## config.mk

```make
export PLATFORM = sky130hd
export DESIGN_NAME = lsu_align_unit
export DESIGN_NICKNAME = d
export VERILOG_FILES = /design/src/rtl/lsu_align_unit.sv
export SDC_FILE = /design/constraint.sdc
export NUM_CORES = 1
export LEC_CHECK = 0
export ABC_AREA = 1
export CAP_MARGIN = 20
export CORE_ASPECT_RATIO = 1.5
export CORE_MARGIN = 2
export CORE_UTILIZATION = 49
export DETAILED_ROUTE_END_ITERATION = 12
export PLACE_DENSITY = 0.9
export SYNTH_ARGS = -nofsm -noshare
export SYNTH_HDL_FRONTEND = slang
export SYNTH_SLANG_ARGS = --single-unit
```

## constraint.sdc

```tcl
create_clock -name clk -period 3.7 [get_ports clk]
set_input_delay 0.74 -clock clk [delete_from_list [all_inputs] [get_ports clk]]
set_output_delay 0.74 -clock clk [all_outputs]
set_load 0.005 [all_outputs]
```

## src/rtl/lsu_align_unit.sv

```systemverilog
// lsu_align_unit: load/store alignment between the memory stage and the data-memory port.
// Define MISALIGN_SPLIT_EN to run misaligned accesses as two aligned beats.
//
// state  | meaning
// IDLE   | ready for a request
// REQ0   | first beat requested, held until mem_gnt
// WAIT0  | load: waiting for first beat read data
// REQ1   | second beat of a split access (split build only)
// WAIT1  | load: waiting for second beat read data (split build only)
// RESP   | one-cycle completion pulse
module lsu_align_unit #(
  parameter int WIDTH  = 32,
  parameter int ADDR_W = 32
) (
  input  logic                 clk,
  input  logic                 rst,
  input  logic                 req_valid,
  output logic                 req_ready,
  input  logic                 req_we,
  input  logic [2:0]           req_funct3,
  input  logic [ADDR_W-1:0]    req_addr,
  input  logic [WIDTH-1:0]     req_wdata,
  output logic                 resp_valid,
  output logic [WIDTH-1:0]     resp_rdata,
  output logic                 resp_err,
  output logic                 mem_req,
  input  logic                 mem_gnt,
  output logic                 mem_we,
  output logic [ADDR_W-1:0]    mem_addr,
  output logic [WIDTH/8-1:0]   mem_be,
  output logic [WIDTH-1:0]     mem_wdata,
  input  logic                 mem_rvalid,
  input  logic [WIDTH-1:0]     mem_rdata
);

  localparam int NB  = WIDTH / 8;
  localparam int OFS = $clog2(NB);
`ifdef MISALIGN_SPLIT_EN
  localparam bit SPLIT_EN = 1'b1;
`else
  localparam bit SPLIT_EN = 1'b0;
`endif

  typedef enum logic [2:0] {
    S_IDLE  = 3'd0,
    S_REQ0  = 3'd1,
    S_WAIT0 = 3'd2,
    S_RESP  = 3'd3
`ifdef MISALIGN_SPLIT_EN
    , S_REQ1  = 3'd4
    , S_WAIT1 = 3'd5
`endif
  } state_t;

  state_t              state_q, state_d;
  logic                we_q, we_d;
  logic [2:0]          f3_q, f3_d;
  logic [ADDR_W-1:0]   addr_q, addr_d;
  logic [WIDTH-1:0]    wdata_q, wdata_d;
  logic                err_q, err_d;
  logic [WIDTH-1:0]    rd0_q, rd0_d;
  logic [WIDTH-1:0]    rd1_q, rd1_d;
`ifdef MISALIGN_SPLIT_EN
  logic                split_q, split_d;
`endif

  logic                in_legal, in_mis;
  logic [3:0]          in_size;
  logic [OFS-1:0]      off;
  logic [3:0]          size_b;
  logic [2*NB-1:0]     be_full;
  logic [WIDTH-1:0]    wd_mask;
  logic [2*WIDTH-1:0]  wd_wide;
  logic [WIDTH-1:0]    rd_raw, ld_val;
  logic                ld_sign;
  logic [ADDR_W-1:0]   base;
  logic                beat1;

  // Decode of the incoming request, used only at acceptance.
  always_comb begin
    in_legal = 1'b0;
    case (req_funct3)
      3'b000, 3'b001, 3'b010: in_legal = 1'b1;
      3'b100, 3'b101:         in_legal = !req_we;
      3'b011:                 in_legal = (WIDTH == 64);
      3'b110:                 in_legal = (WIDTH == 64) && !req_we;
      default:                in_legal = 1'b0;
    endcase
    in_size = 4'd1 << req_funct3[1:0];
    in_mis  = (int'(req_addr[OFS-1:0]) + int'(in_size)) > NB;
  end

  // Lane steering over a double-width window: low half is beat0, high half beat1.
  always_comb begin
    off     = addr_q[OFS-1:0];
    size_b  = 4'd1 << f3_q[1:0];
    base    = {addr_q[ADDR_W-1:OFS], {OFS{1'b0}}};
    be_full = '0;
    for (int i = 0; i < 2*NB; i++)
      be_full[i] = (i >= int'(off)) && (i < int'(off) + int'(size_b));
    wd_mask = '0;
    for (int i = 0; i < NB; i++)
      wd_mask[8*i +: 8] = (i < int'(size_b)) ? wdata_q[8*i +: 8] : 8'h00;
    wd_wide = {{WIDTH{1'b0}}, wd_mask} << {off, 3'b000};
    rd_raw  = WIDTH'({rd1_q, rd0_q} >> {off, 3'b000});
    ld_sign = 1'b0;
    for (int i = 0; i < NB; i++)
      if (i == int'(size_b) - 1) ld_sign = rd_raw[8*i+7] & ~f3_q[2];
    ld_val = '0;
    for (int i = 0; i < NB; i++)
      ld_val[8*i +: 8] = (i < int'(size_b)) ? rd_raw[8*i +: 8] : {8{ld_sign}};
  end

  always_ff @(posedge clk) begin
    if (rst) begin
      state_q <= S_IDLE;
      we_q    <= 1'b0;
      f3_q    <= 3'b000;
      addr_q  <= '0;
      wdata_q <= '0;
      err_q   <= 1'b0;
      rd0_q   <= '0;
      rd1_q   <= '0;
`ifdef MISALIGN_SPLIT_EN
      split_q <= 1'b0;
`endif
    end else begin
      state_q <= state_d;
      we_q    <= we_d;
      f3_q    <= f3_d;
      addr_q  <= addr_d;
      wdata_q <= wdata_d;
      err_q   <= err_d;
      rd0_q   <= rd0_d;
      rd1_q   <= rd1_d;
`ifdef MISALIGN_SPLIT_EN
      split_q <= split_d;
`endif
    end
  end

  always_comb begin
    state_d = state_q;
    we_d    = we_q;
    f3_d    = f3_q;
    addr_d  = addr_q;
    wdata_d = wdata_q;
    err_d   = err_q;
    rd0_d   = rd0_q;
    rd1_d   = rd1_q;
`ifdef MISALIGN_SPLIT_EN
    split_d = split_q;
`endif
    case (state_q)
      S_IDLE: begin
        if (req_valid) begin
          we_d    = req_we;
          f3_d    = req_funct3;
          addr_d  = req_addr;
          wdata_d = req_wdata;
          err_d   = !in_legal || (in_mis && !SPLIT_EN);
          rd0_d   = '0;
          rd1_d   = '0;
`ifdef MISALIGN_SPLIT_EN
          split_d = in_legal && in_mis;
`endif
          state_d = (!in_legal || (in_mis && !SPLIT_EN)) ? S_RESP : S_REQ0;
        end
      end
      S_REQ0: begin
        if (mem_gnt) begin
          if (!we_q) state_d = S_WAIT0;
`ifdef MISALIGN_SPLIT_EN
          else       state_d = split_q ? S_REQ1 : S_RESP;
`else
          else       state_d = S_RESP;
`endif
        end
      end
      S_WAIT0: begin
        if (mem_rvalid) begin
          rd0_d = mem_rdata;
`ifdef MISALIGN_SPLIT_EN
          state_d = split_q ? S_REQ1 : S_RESP;
`else
          state_d = S_RESP;
`endif
        end
      end
`ifdef MISALIGN_SPLIT_EN
      S_REQ1: begin
        if (mem_gnt) state_d = we_q ? S_RESP : S_WAIT1;
      end
      S_WAIT1: begin
        if (mem_rvalid) begin
          rd1_d   = mem_rdata;
          state_d = S_RESP;
        end
      end
`endif
      S_RESP:  state_d = S_IDLE;
      default: state_d = S_IDLE;
    endcase
  end

  always_comb begin
`ifdef MISALIGN_SPLIT_EN
    beat1 = (state_q == S_REQ1);
`else
    beat1 = 1'b0;
`endif
    req_ready  = (state_q == S_IDLE);
    resp_valid = (state_q == S_RESP);
    resp_err   = resp_valid && err_q;
    resp_rdata = (resp_valid && !err_q && !we_q) ? ld_val : '0;
    mem_req    = (state_q == S_REQ0) || beat1;
    mem_we     = mem_req && we_q;
    mem_addr   = '0;
    mem_be     = '0;
    mem_wdata  = '0;
    if (beat1) begin
      mem_addr  = base + ADDR_W'(NB);
      mem_be    = be_full[2*NB-1:NB];
      mem_wdata = wd_wide[2*WIDTH-1:WIDTH];
    end else if (mem_req) begin
      mem_addr  = base;
      mem_be    = be_full[NB-1:0];
      mem_wdata = wd_wide[WIDTH-1:0];
    end
  end

endmodule

```

==> impl_summary.md, run 1 <==
Placed design
Before CTS, the worst setup slack after placement is 0.703 ns. The post-place instance area is between 7000 and 8000 sq um. At the end of routability-driven placement, the weighted congestion stood at approximately 0.92. Port buffering added 207 buffers. The number of instances in the placed design is approximately 1,200. Detailed placement finished with a half-perimeter wire length of between 10,000 and 15,000 um.

Clocking
In this run, post-CTS repair resized a total of 0 instances. The worst-case clock buffer depth is 2. The clock tree from TritonCTS is done. The number of clock buffers added by TritonCTS is 9. The cell sitting at the root of the clock tree is a sky130_fd_sc_hd__clkbuf_16. The count of hold buffers inserted by post-cts repair is 0. After clock tree synthesis, the clock-pin slew on the worst setup and hold paths is 0.07 ns. Once the clock tree was built, the setup fixing pass inserted 0 buffers. The clock tree synthesis step divided the H-tree into 3 levels. For this design, the sink count on the clock tree is around 100. The worst-skew pair later-pin latency is 0.35 ns.

Power
Across the VDD grid, the largest voltage drop is ~0.00042 V. The static power due to leakage is roughly 3.3 nW. Power spread over the standard cell area amounts to 546 nW/um^2. The design draws about 4.4 mW.

GRT
The largest net degree at the start of global routing is 104. The residual overflow from global routing is 0. The number of global-route vias before repair came to around 6,300. The initial antenna violation count is 0. The global-route wire length before repair is slightly below 30,000 um. The overall fraction of global-route tracks in use is 0.293.

Cells and area
The count of fill cells added during filler insertion is between 1,000 and 1,500. Of the cells placed in the final design, the portion with a size suffix greater than 1 is 0.0515. The finished layout holds 1,238 standard cells, fillers aside. Measured on the finished design, the core utilization comes to 0.702. Relative to the synthesized area, the layout overhead comes to 40.0%. The cell area after layout is slightly above 8000 sq um.

The final antenna diode count is 0. The number of nets in the final layout is 1,196.

Route
The via count is 6,622. For this block, the routed nets add up to ~19,000 um of wire. The detailed-router iteration count before antenna repair is 6. The final routed DRC violation total is 0. The detail-routed net length per standard cell is 15.2 um. The detailed router finished its first iteration with about 520 violations.

In the routed layout, each cell is associated on average with a via count of between 5 and 6. Once detail routing completed, the nets flagged for antenna violations numbered 0.

Worst setup path
In this design, the largest share of critical-path delay is due to buffers and inverters. The worst setup path is captured at an output port. Data on the critical path arrives at its endpoint at ~2.8 ns. The worst-path cell with the longest stage delay is sky130_fd_sc_hd__dfxtp_2. The combined buffer and inverter count along the critical path is 4.

The data required time at the worst endpoint is 2.96 ns. The most used cell along the critical path is sky130_fd_sc_hd__nand2_1. The largest single stage delay on the critical path is about 0.75 ns.

By startpoint and endpoint, the worst setup path is classified as reg2out. In this run the worst path has a maximum fanout of 35. The worst setup path is launched from a flip-flop.

Walking the worst path, the cells encountered are inv_4 -> buf_4 -> o21ai_0 -> nand2_1 -> nand2_1 -> inv_1 -> clkdlybuf4s50_1.

Die
The horizontal die dimension is between 90 and 100 um. The placeable core region is 11,500 sq um. The site row count is 48. The die area is around 13,000 sq um. The number of top-level pins is 210. The floorplan step set the die height to roughly 140 um. For this configuration, the core starts out at a cell density of 0.502.

Logic synthesis
For this run, asynchronously set or reset flops after synthesis account for 0. The part of the Yosys area used for sequential elements is 0.357. The synthesized design contains 0 enable-type register cells. The number of cells produced by synthesis is around 920. The dominant register cell in the synthesized netlist is sky130_fd_sc_hd__dfxtp_1.

The area share of the largest cell type after synthesis is 0.357. The mean instance size in the synthesized netlist is approximately 6.3 sq um. The count of cell types in the netlist is 34.

sky130_fd_sc_hd__dfxtp_1 takes more of the synthesized area than any other cell. During synthesis, Yosys emitted a total of 0 warnings. In this run, synthesis produced a sequential element count of between 100 and 150.

The netlist area before placement is roughly 5800 sq um. After synthesis, the cell types taking the most area are sky130_fd_sc_hd__dfxtp_1, sky130_fd_sc_hd__nand2_1, sky130_fd_sc_hd__a21oi_1, sky130_fd_sc_hd__nor2_1, sky130_fd_sc_hd__inv_1.

STA
The total negative setup slack is 0 ns. The number of pins exceeding their max-slew limit in the final report came to 0. For the final database, setup skew stands at roughly 0.008 ns. Setup violations remaining at the end of the flow were counted as 0. Setup repair after global routing left no endpoint under its margin. The final-report hold violation count is 0. The minimum clock period after layout is around 3.5 ns. The final worst hold slack is roughly 0.47 ns. In the post-route analysis, the smallest setup slack over all paths is 0.186 ns. Of the available clock period, the critical path in the final layout requires 0.950.

The remaining max-slew budget at the tightest pin is 0.292. The fmax is between 200 and 300 MHz. The slew at the pin closest to its max-slew limit is roughly 1.1 ns.

Min path
The type of the worst min-delay path is reg2reg.

Run
Across the run, the number of max-cap violations was 0.

Outcome
The run finished with clean final reports.
==> cell usage in the layout, fill, tap and decap left out, types with 2 or more instances in the layout <==
cell type,n
sky130_fd_sc_hd__inv_2,5
sky130_fd_sc_hd__nor2_1,91
sky130_fd_sc_hd__a21oi_2,10
sky130_fd_sc_hd__inv_6,3
sky130_fd_sc_hd__o31ai_1,7
sky130_fd_sc_hd__o21ai_0,50
sky130_fd_sc_hd__o21ai_1,8
sky130_fd_sc_hd__nand2_2,2
sky130_fd_sc_hd__clkdlybuf4s50_1,206
sky130_fd_sc_hd__buf_4,11
sky130_fd_sc_hd__clkinv_1,2
sky130_fd_sc_hd__a21oi_1,111
sky130_fd_sc_hd__inv_8,2
sky130_fd_sc_hd__ha_1,7
sky130_fd_sc_hd__nand3_2,3
sky130_fd_sc_hd__a31oi_1,15
sky130_fd_sc_hd__a211oi_1,18
sky130_fd_sc_hd__nand3_1,9
sky130_fd_sc_hd__inv_1,82
sky130_fd_sc_hd__clkbuf_16,9
sky130_fd_sc_hd__inv_4,2
sky130_fd_sc_hd__nand2_1,318
sky130_fd_sc_hd__dfxtp_1,102
sky130_fd_sc_hd__conb_1,2
==> cells by family after synthesis <==
kind of cell             after synthesis  share of synthesized area
AO/OA/AOI/OAI                        222                      0.215
flip-flops                           103                      0.357
adder cells (fa/ha/maj)                8                     0.0186
other                                  1                   0.000648
AND/OR/NAND/NOR                      429                      0.291
buffers and inverters                158                      0.118
==> Yosys cell counts (2+ instances only) <==
master                     number
sky130_fd_sc_hd__buf_6          4
sky130_fd_sc_hd__inv_1         82
sky130_fd_sc_hd__dfxtp_1      103
sky130_fd_sc_hd__o21ai_0       50
sky130_fd_sc_hd__clkinv_1       2
sky130_fd_sc_hd__nand3_2        3
sky130_fd_sc_hd__nor2_1        91
sky130_fd_sc_hd__buf_4          3
sky130_fd_sc_hd__a211oi_1      18
sky130_fd_sc_hd__buf_2         25
sky130_fd_sc_hd__nand2_1      319
sky130_fd_sc_hd__o21ai_1        8
sky130_fd_sc_hd__clkbuf_1      34
sky130_fd_sc_hd__a31oi_1       15
sky130_fd_sc_hd__a21oi_2       10
sky130_fd_sc_hd__ha_1           7
sky130_fd_sc_hd__o31ai_1        7
sky130_fd_sc_hd__inv_2          5
sky130_fd_sc_hd__a21oi_1      111
sky130_fd_sc_hd__nand3_1        9
sky130_fd_sc_hd__inv_4          2
==> where the power goes <==
group	switching [mW]	internal (mW)	leakage [nW]
registers	0.183	1.31	0.843
logic	1.22	0.710	2.35
clock network	0.463	0.542	0.151
total	1.86	2.56	3.34
==> worst min-delay path, cell delays in order (launching register included) <==
cell,delay (ns)
sky130_fd_sc_hd__dfxtp_1,0.31
sky130_fd_sc_hd__nand2_1,0.06
sky130_fd_sc_hd__a21oi_1,0.05
==> sequential cells by signal (all words and copies together), names as in the netlist <==
signal   flops
err_q        1
wdata_q     32
we_q         1
rd0_q       32
f3_q         3
state_q      2
addr_q      32
==> path summary, 6_finish.rpt <==
path	slack, ns	start	cells after the start	endpoint
worst max-delay path	0.19	addr_q[0]$_SDFFE_PP0P_	7	mem_wdata[31]
worst min-delay path	0.47	addr_q[25]$_SDFFE_PP0P_	2	addr_q[25]$_SDFFE_PP0P_
worst max register to register	1.27	state_q[0]$_SDFFE_PP0P_	7	addr_q[28]$_SDFFE_PP0P_
worst min register to register	0.47	addr_q[25]$_SDFFE_PP0P_	2	addr_q[25]$_SDFFE_PP0P_
==> area by class of cell <==
cell class                      instances  area [sq um]  share of cell area
Inverter                               91           347              0.0428
Sequential cell                       103          2060               0.255
Timing Repair Buffer                  217          2140               0.265
Tap cell                              150           188              0.0232
Clock inverter                          7          86.3              0.0107
Clock buffer                            9           225              0.0278
Multi-Input combinational cell        661          3050               0.376
==> per-layer routing <==
metal,share of wire,wire (um),track usage,up-vias
met3,0.069,1300,0.0650,74
met1,0.35,6660,0.294,3024
met4,0.055,1040,0.181,0
met5,0,0,0,-
met2,0.52,9830,0.543,284
li1,-,-,-,3240
(Power assumes the default switching activity.)
==> run 2, diff against run 1 <==
--- a/config.mk
+++ b/config.mk
@@ -5,13 +5,13 @@
 export SDC_FILE = /design/constraint.sdc
 export NUM_CORES = 1
 export LEC_CHECK = 0
-export ABC_AREA = 1
 export CAP_MARGIN = 20
 export CORE_ASPECT_RATIO = 1.5
 export CORE_MARGIN = 2
-export CORE_UTILIZATION = 49
+export CORE_UTILIZATION = 48
 export DETAILED_ROUTE_END_ITERATION = 12
-export PLACE_DENSITY = 0.9
+export PLACE_DENSITY = 0.89
+export SLEW_MARGIN = 10
 export SYNTH_ARGS = -nofsm -noshare
 export SYNTH_HDL_FRONTEND = slang
 export SYNTH_SLANG_ARGS = --single-unit
==> impl_summary.md, run 2 <==
Route
Using the TritonRoute via totals, the vias-per-cell ratio works out to ~5.4. The routed design has about 17,000 um of wire. The remaining antenna violation count after routing is 0. The detailed-router iteration count before antenna repair is 5. The via count is roughly 5,700.

After the first detailed-routing iteration, the DRC count stood at ~250. Dividing the detail-routed wire length by the instance count gives between 15 and 20 um. In the routed design, unresolved DRC markers number 0.

Logic synthesis
The synthesized design contains 103 register bits. The dominant cell by count in the synthesized netlist is sky130_fd_sc_hd__nand2_1. The synthesized design contains 0 enable-type register cells. Yosys mapped the design onto 45 distinct sky130hd cell types.

Dividing the synthesized area by the synthesized cell count gives ~7.5 sq um. The area share of the largest cell type after synthesis is 0.373. The cell accounting for the most synthesized area is sky130_fd_sc_hd__dfxtp_1.

Yosys attributes the largest share of cell area to sky130_fd_sc_hd__dfxtp_1, sky130_fd_sc_hd__nand2_1, sky130_fd_sc_hd__a21oi_1, sky130_fd_sc_hd__and2_1, sky130_fd_sc_hd__a22oi_1. After synthesis, the most frequently instantiated cells are sky130_fd_sc_hd__nand2_1, sky130_fd_sc_hd__dfxtp_1, sky130_fd_sc_hd__a21oi_1, sky130_fd_sc_hd__nor2_1, sky130_fd_sc_hd__and2_1. The part of the Yosys area used for sequential elements is 0.373.

The number of warnings issued by yosys is 0. The dominant register cell in the synthesized netlist is sky130_fd_sc_hd__dfxtp_1. The number of cells produced by synthesis is 734. For this run, asynchronously set or reset flops after synthesis account for 0. After synthesis the cells add up to 5530 sq um.

STA
For the final database, setup skew stands at between 0.006 and 0.007 ns. At the pin with the least slew margin, the transition time is ~1.1 ns. The number of setup violations in the final report is 0. The final-report hold violation count was 0.

Setup repair after global routing left no endpoint under its margin. The fmax is between 200 and 300 MHz. The total negative setup slack is 0 ns. The number of pins exceeding their max-slew limit in the final report is 0. Of the available clock period, the critical path in the final layout requires 0.943. The remaining max-slew budget at the tightest pin is 0.276. The worst path in the final design needs a cycle of roughly 3.5 ns, including I/O delays and setup. Across all hold checks on the routed design, the worst slack comes to ~0.45 ns.

Clocking
After clock tree synthesis, the repair step resized 0 gates. TritonCTS built the clock tree. The H-tree depth is 3.

Buffers inserted during clock tree synthesis total 9. The total number of clock tree sinks is approximately 100. The post-CTS setup repair buffer count is 0. The number of hold buffers added after CTS was 0. For the worst-skew pair, the clock arrives at the later sink with an insertion delay of roughly 0.34 ns. The clock root buffer is sky130_fd_sc_hd__clkbuf_16. The worst-case clock buffer depth is 2. The clock slew at the register clock pins of the worst setup and hold paths is approximately 0.07 ns.

Power
Across the VDD grid, the largest voltage drop is approximately 0.00028 V. The switching power as a share of total power is 0.362. The internal power is ~2.4 mW. In this run the power density over the cells is ~480 nW/um^2.

The analysis attributes to net switching a power of about 1.4 mW. The clock network power share is 0.251. The static power due to leakage is around 2.8 nW. The sequential cell fraction of total power is 0.374. Of the total power, combinational logic draws 0.376.

Die
The y dimension of the die is about 140 um. The site row count is 48. The floorplan step set the die width to a little over 90 um. The die covers about 12,000 sq um.

For this configuration, the core starts out at a cell density of 0.487. The placeable core region is roughly 11,000 sq um. The number of top-level pins is 210.

Placed design
The post-place instance area is between 7000 and 8000 sq um. The global placement routability congestion is roughly 0.9. The total half-perimeter wirelength after legalization and detailed placement is between 10,000 and 15,000 um. The count of input and output buffers is between 200 and 250.

Cells and area
The largest registers in the layout are addr_q (32), rd0_q (32), wdata_q (32). With fillers left out, the area of the finished cells amounts to between 7000 and 8000 sq um. The number of nets in the final layout is between 1,000 and 1,500. The repair_antennas step left the layout with diodes totalling 0. The leading cell type in the layout, fill and taps excluded is sky130_fd_sc_hd__clkdlybuf4s50_1. The count of fill cells added during filler insertion is around 930.

The share of final-layout standard cells stronger than drive strength 1 is 0.0529. The area growth from synthesis to layout is 42.9%. In the layout the commonest cells are sky130_fd_sc_hd__clkdlybuf4s50_1, sky130_fd_sc_hd__nand2_1, sky130_fd_sc_hd__dfxtp_1, sky130_fd_sc_hd__a21oi_1, sky130_fd_sc_hd__nor2_1.

Worst setup path
The critical path goes through ha_1 -> or3b_1 -> or2_1 -> nor2_8 -> a21o_1 -> clkdlybuf4s50_1. The largest single stage delay on the critical path is between 0.5 and 0.6 ns. The setup path with the least slack is of type reg2out.

Counting cells, the worst reg-to-reg path comes to 6. The worst-path cell with the longest stage delay is sky130_fd_sc_hd__or3b_1. The data required time at the worst endpoint is 2.96 ns. Across all register-to-register paths, the minimum setup slack is 1.66 ns. The worst setup path is launched from a flip-flop. STA classifies the critical path endpoint as an output port. The data arrival time of the worst path is roughly 2.8 ns.

Of all nets on the critical path, the largest fanout is 11. The source of the worst register-to-register timing path is state_q[0]$_SDFFE_PP0P_. The endpoint of the most critical register-to-register path is wdata_q[16]$_SDFFE_PP0P_.

GRT
Global routing finished with a remaining overflow of 0. The initial antenna violation count came to 0. The overall fraction of global-route tracks in use is 0.260. The global-route wire length before repair is 25,900 um. The number of global-route vias before repair is ~5,300.

The largest net degree at the start of global routing is 104.

Min path
The hold-critical path endpoint is addr_q[10]$_SDFFE_PP0P_. The worst hold path stage count is 2. The hold path startpoint is addr_q[10]$_SDFFE_PP0P_. The path class of the tightest hold or removal check is reg2reg.

Run
The number of max-cap violations is 0.

Outcome
The flow ran to the end, and the final reports show no timing, DRC or antenna violations.
run 2: per-stage QoR:
| step | utilization | cells | total power, mW | setup WS, ns |
|---|---|---|---|---|
| floorplan | - | 735 | 2.35 | 1.19 |
| global placement | 0.668 | 1041 | 2.81 | 0.670 |
| detailed placement | 0.668 | 1041 | 2.86 | 0.592 |
| CTS | 0.694 | 1057 | 3.81 | 0.211 |
| global route | 0.696 | 1058 | 4.03 | 0.0900 |
| finish | 0.696 | 1058 | 3.80 | 0.212 |
run 2: critical path, delay by kind of cell (launching register included):
| kind | cells | cell delay, ns |
|---|---|---|
| AND/OR/NAND/NOR | 3 | 1.17 |
| buffers and inverters | 1 | 0.49 |
| flip-flops | 1 | 0.38 |
| adder cells (fa/ha/maj) | 1 | 0.22 |
| AO/OA/AOI/OAI | 1 | 0.14 |
run 2: area by class of cell:
| type | count | area [sq um] | share of cell area |
|---|---|---|---|
| multi-input combinational | 562 | 3130 | 0.396 |
| timing repair buffer | 219 | 2190 | 0.277 |
| sequential | 103 | 2060 | 0.261 |
| clock buffer | 11 | 243 | 0.0307 |
| tap | 150 | 188 | 0.0237 |
| clock inverter | 5 | 57.6 | 0.00728 |
| inverter | 8 | 30.0 | 0.00380 |
run 2: kinds of logic (layout without fill, tap and decap cells):
logic type,Yosys count,after routing,share of synthesized area
buf+inv,70,243,0.0627
other cells,1,2,0.000678
simple gates,321,321,0.260
mux,35,35,0.0683
compound gates,195,195,0.215
xor+xnor,1,1,0.00158
flops,103,103,0.373
fa+ha+maj,8,8,0.0195
run 2: power by group through the flow:
stage / Combinational (mW) / Clock, mW / Sequential [mW]
finish: 1.43 / 0.952 / 1.42
global route: 1.58 / 1.01 / 1.44
CTS: 1.42 / 0.972 / 1.42
detailed placement: 1.42 / 0 / 1.44
global placement: 1.38 / 0 / 1.43
floorplan: 0.962 / 0 / 1.38
run 2: worst max-delay path by stage:
stage	from	to	slack, ns	cells past startpoint
floorplan	addr_q[1]$_SDFFE_PP0P_	mem_be[2]	1.19	9
global placement	state_q[0]$_SDFFE_PP0P_	resp_rdata[26]	0.67	6
detailed placement	state_q[0]$_SDFFE_PP0P_	resp_rdata[25]	0.59	6
CTS	state_q[0]$_SDFFE_PP0P_	resp_rdata[25]	0.21	6
global route	state_q[0]$_SDFFE_PP0P_	resp_rdata[25]	0.09	6
finish	state_q[0]$_SDFFE_PP0P_	resp_rdata[25]	0.21	6
run 2: routing by layer:
metal  routed length, um  share of wire  track usage
met3                1330          0.080       0.0785
met1                6310           0.38        0.286
met4                 544          0.033        0.127
met2                8460           0.51        0.453
met5                   0              0            0
